===== src/rtl/gtech_tt_pkg.sv =====
// Shared types and constants for the GTECH truth-table sweeper.
package gtech_tt_pkg;

  typedef enum logic {
    IDLE = 1'b0,
    RUN  = 1'b1
  } state_t;

  localparam int DEF_N_IN   = 4;
  localparam int DEF_SETTLE = 2;

  // One extra bit so a sweep where every vector mismatches still fits.
  function automatic int err_w(input int n_in);
    return n_in + 1;
  endfunction

endpackage


===== src/rtl/gtech_tt_settle_cnt.sv =====
// Loadable settle down-counter; zero flags the cycle in which DUT_Z is sampled.
module gtech_tt_settle_cnt #(
  parameter int SETTLE = 2
) (
  input  logic clk,
  input  logic rst,
  input  logic load,
  input  logic en,
  output logic zero
);

  generate
    if (SETTLE == 1) begin : g_one
      // Every RUN edge is a sample edge, so no state is needed.
      logic unused_in;
      assign unused_in = clk ^ rst ^ load ^ en;
      assign zero      = 1'b1;
    end else begin : g_cnt
      localparam int W = $clog2(SETTLE);
      logic [W-1:0] cnt;

      always_ff @(posedge clk or posedge rst) begin
        if (rst)                   cnt <= '0;
        else if (load)             cnt <= W'(SETTLE - 1);
        else if (en && cnt != '0)  cnt <= cnt - W'(1);
      end

      assign zero = (cnt == '0);
    end
  endgenerate

endmodule


===== src/rtl/gtech_tt_sweep.sv =====
// Sweeps every input vector into a single-output GTECH cell and checks DUT_Z
// against a latched expected truth table.
module gtech_tt_sweep
  import gtech_tt_pkg::*;
#(
  parameter int N_IN   = DEF_N_IN,
  parameter int SETTLE = DEF_SETTLE
) (
  input  logic                     CLK,
  input  logic                     RST,
  input  logic                     START,
  input  logic [(1<<N_IN)-1:0]     EXP,
  output logic [N_IN-1:0]          DUT_IN,
  input  logic                     DUT_Z,
  output logic                     BUSY,
  output logic                     DONE,
  output logic                     PASS,
  output logic [err_w(N_IN)-1:0]   ERR_CNT,
  output logic [N_IN-1:0]          FAIL_IDX
);

  localparam int EW = err_w(N_IN);

  state_t                state, state_d;
  logic [(1<<N_IN)-1:0]  exp_q;
  logic                  zero, accept, sample, last, mismatch, cnt_load;

  assign accept   = (state == IDLE) && START;
  assign sample   = (state == RUN) && zero;
  assign last     = (DUT_IN == '1);
  assign mismatch = (DUT_Z != exp_q[DUT_IN]);
  assign cnt_load = accept || (sample && !last);

  gtech_tt_settle_cnt #(.SETTLE(SETTLE)) u_settle (
    .clk  (CLK),
    .rst  (RST),
    .load (cnt_load),
    .en   (state == RUN),
    .zero (zero)
  );

  always_ff @(posedge CLK or posedge RST) begin
    if (RST) state <= IDLE;
    else     state <= state_d;
  end

  always_comb begin
    state_d = state;
    case (state)
      IDLE:    if (START)        state_d = RUN;
      RUN:     if (zero && last) state_d = IDLE;
      default:                   state_d = IDLE;
    endcase
  end

  always_ff @(posedge CLK or posedge RST) begin
    if (RST) begin
      exp_q    <= '0;
      DUT_IN   <= '0;
      BUSY     <= 1'b0;
      DONE     <= 1'b0;
      PASS     <= 1'b0;
      ERR_CNT  <= '0;
      FAIL_IDX <= '0;
    end else begin
      DONE <= 1'b0;
      if (accept) begin
        exp_q    <= EXP;
        DUT_IN   <= '0;
        BUSY     <= 1'b1;
        PASS     <= 1'b0;
        ERR_CNT  <= '0;
        FAIL_IDX <= '0;
      end else if (sample) begin
        if (mismatch) begin
          ERR_CNT <= ERR_CNT + EW'(1);
          // A zero count means this is the first mismatch of the sweep.
          if (ERR_CNT == '0) FAIL_IDX <= DUT_IN;
        end
        if (!last) begin
          DUT_IN <= DUT_IN + N_IN'(1);
        end else begin
          BUSY <= 1'b0;
          DONE <= 1'b1;
          PASS <= (ERR_CNT == '0) && !mismatch;
        end
      end
    end
  end

endmodule


===== config.mk =====
export PLATFORM = sky130hd
export DESIGN_NAME = gtech_tt_sweep
export DESIGN_NICKNAME = d
export VERILOG_FILES = /design/src/rtl/gtech_tt_pkg.sv /design/src/rtl/gtech_tt_settle_cnt.sv /design/src/rtl/gtech_tt_sweep.sv
export SDC_FILE = /design/constraint.sdc
export NUM_CORES = 1
export LEC_CHECK = 0
export ABC_CLOCK_PERIOD_IN_PS = 4500
export BUFFER_PORTS_ARGS = -buffer_cell sky130_fd_sc_hd__buf_4
export CAP_MARGIN = 20
export CORE_ASPECT_RATIO = 1.4
export CORE_UTILIZATION = 57
export CTS_CLUSTER_SIZE = 25
export DETAILED_ROUTE_END_ITERATION = 8
export GPL_ROUTABILITY_DRIVEN = 0
export GPL_TIMING_DRIVEN = 0
export MAX_ROUTING_LAYER = met4
export PLACE_DENSITY = 0.82
export SETUP_SLACK_MARGIN = 0.02
export SLEW_MARGIN = 30
export SYNTH_ARGS = -nofsm -noshare
export SYNTH_HDL_FRONTEND = slang
export SYNTH_SLANG_ARGS = --single-unit

===== constraint.sdc =====
create_clock -name CLK -period 4.5 [get_ports CLK]
set_input_delay 0.225 -clock CLK [delete_from_list [all_inputs] [get_ports CLK]]
set_output_delay 0.225 -clock CLK [all_outputs]
set_load 0.02 [all_outputs]

==> results.txt <==
Seq cells post-synth: 34
Largest net degree at the start of global routing: 35
WL/cell: 13.8 um
Max Clock Freq: 406 MHz
Clock power share: 11.5%
Pint: 0.000858 W
Initial antenna violation count: 0
Slew headroom: 53.5%
Most frequent cells in the layout: nand2_1, buf_4, dfrtp_1
Row Count: 22
DRC viols: 0
Longest Clk Path Bufs: 2
Part of the power in registers: 38.5%
Reg area: 851 um^2
Core Area: 2700 um^2
Final hold slack: -6.03 ps
Total nets after synthesis: 193
Cts repair resizes: 0
Final slew viol count: 0
# Post-CTS Setup Buffers: 0
Post-place setup slack: 2080 ps
Share of cells above drive strength 1: 24.6%
Maxcap violations: 0
Vias per std cell: 5.43
Sw power: 0.000569 W
Antenna Nets Post-Route: 0
Total GRT Usage: 26.7%
Worst endpoint data arrival time: 2730 ps
Leak Pwr: 1.06 nW
Initial DRC count: 21
CTS sink count: 34
TritonCTS clock tree: built
Failing checks: negative hold slack
Crit. End Element: flip-flop
Final Skew: 2.71 ps
Post-synth EDFFs: 0
Syn-to-layout area delta: 21.5%
CP Max Fanout: 9
P per Cell Area: 702 nW/um^2
H-tree depth: 2
Unique masters post-synth: 25
Post-Synthesis Cells: 170
Comb pwr share: 50.0%
Status: finished, violations left
Final Critical Period: 2460 ps
Initial Utilization: 62.0%
Startpoint Class: flip-flop
Final hold vios: 13
First-pass GRT wire length: 5680 um
N_diodes: 0
Die Y-Extent: 66.1 um
Register area share after synthesis: 50.9%
TritonCTS Buffers: 5
Final Setup Violations: 0
YS warnings: 0
Global route overflow: 0
Total power: 0.00143 W
Sw Ratio: 39.9%
Final net count: 235
DR vias: 1340
Fin crit share: 54.7%
Commonest non-fill, non-tap cell in the layout: nand2_1
PortBufs: 35
Top cells by area, synth: dfrtp_1, nand2_1, mux2i_1
Worst-margin pin slew: 696 ps
PnR worst setup slack: 2040 ps
Reg clk slew, reported paths: 90 ps
TritonRoute pass-1 iters: 4
Worst VDD drop: 0.485 mV
Worst EP required: 4760 ps
Die ar.: 3160 um^2
Die X: 47.8 um
Top FF cell, synth: dfrtp_1
Top Ports: 36
Via count of the first global-routing pass: 1354
Multi-input logic area: 762 um^2
RSZ-0062 raised after global routing: false
WL final: 3410 um
Crit Path Category: flip-flop to flip-flop
Hold Crit Class: primary input to asynchronous set/reset pin
Syn Area/Cell: 9.84 um^2
Setup TNS: 0 ps
Top-area cell type share of the netlist area: 50.9%
Largest area contributor in the netlist: dfrtp_1
Mapped Area: 1670 um^2
Async S/R FF share, synth: 100%
CTS hold repair buffers: 0
Clock latency on the worst-skew pair: 340 ps
Fillcell total: 231
Root Driver: clkbuf_4
HPWL Detailed: 2570 um
[power groups by stage]
stage	sequential (W)	combinational, W	clock [W]
2_1_floorplan	0.000601	0.000444	0
3_3_place_gp	0.000543	0.000684	0
3_5_place_dp	0.000554	0.000712	0
4_1_cts	0.000549	0.000718	0.000168
5_1_grt	0.000567	0.000782	0.000182
6_report	0.000549	0.000713	0.000163
[Yosys cell counts, types with 3 or more instances]
| cell type | n |
|---|---|
| a21oi_1 | 4 |
| clkbuf_1 | 5 |
| dfrtp_1 | 34 |
| ha_1 | 3 |
| inv_1 | 8 |
| mux2_1 | 4 |
| mux2_4 | 6 |
| mux2i_1 | 10 |
| nand2_1 | 59 |
| nand2b_1 | 3 |
| nand3_1 | 4 |
| nor2_1 | 6 |
| nor3_1 | 4 |
| xnor2_1 | 3 |
[area by class of cell]
class | count | area share [%]
tap | 36 | 2.22
clock buffer | 6 | 2.52
timing repair buffer | 35 | 12.9
multi-input combinational | 122 | 37.5
inverter | 8 | 1.48
buffer | 6 | 1.48
sequential | 34 | 41.9
[logic make-up (layout without fill, tap and decap cells)]
group,after synthesis,count (layout),synth area share [%]
xor gates and xnor gates,3,3,1.57
adders and majority gates,3,3,2.24
DFF,34,34,50.9
AOI/OAI and AO/OA,12,12,4.41
buffers and inverters,14,55,3.59
and+or+nand+nor,82,82,20.6
muxes,22,22,16.8
[through the flow]
stage | hold WS (ps) | instances | instance area, um^2 | util, %
floorplan | 330 | 170 | 1670 | -
global placement | 415 | 241 | 1980 | 73.4
detailed placement | 385 | 241 | 1980 | 73.4
CTS | 17.0 | 247 | 2030 | 75.3
global route | 45.9 | 247 | 2030 | 75.3
finish | -6.03 | 247 | 2030 | 75.3
[sequential cells by signal, indices dropped and copies added, names as in the netlist]
| signal | cells |
|---|---|
| ERR_CNT | 5 |
| BUSY | 1 |
| state | 1 |
| u_settle.g_cnt.cnt | 1 |
| PASS | 1 |
| DONE | 1 |
| exp_q | 16 |
| FAIL_IDX | 4 |
| DUT_IN | 4 |
[routing by layer]
metal,routed length [um],vias up,part of all wire (%),global-route usage (%)
li1,-,648,-,-
met1,1330,645,39,27.2
met2,1840,37,54,44.6
met3,146,10,4.3,7.92
met4,97,0,2.8,12.5
met5,0,-,0,-
[path summary, 6_finish.rpt]
check	from	to	slack, ps	cells after the start
worst max-delay path	DUT_IN[0]	FAIL_IDX[0]	2040	6
worst min-delay path	RST	DONE	-6	2
worst max register to register	DUT_IN[0]	FAIL_IDX[0]	2040	6
worst min register to register	exp_q[12]	exp_q[12]	470	2
max in group asynchronous	RST	exp_q[8]	4060	2
min in group CLK	EXP[15]	exp_q[15]	70	3
[critical path, cell delays in order, from the launching register on]
cell and delay [ps]:
dfrtp_1 410, buf_6 180, mux2_1 380, mux4_2 520, mux2i_1 180, a21oi_1 460
mux2i_1 250
Note: power is estimated with default switching activity, not from simulation.
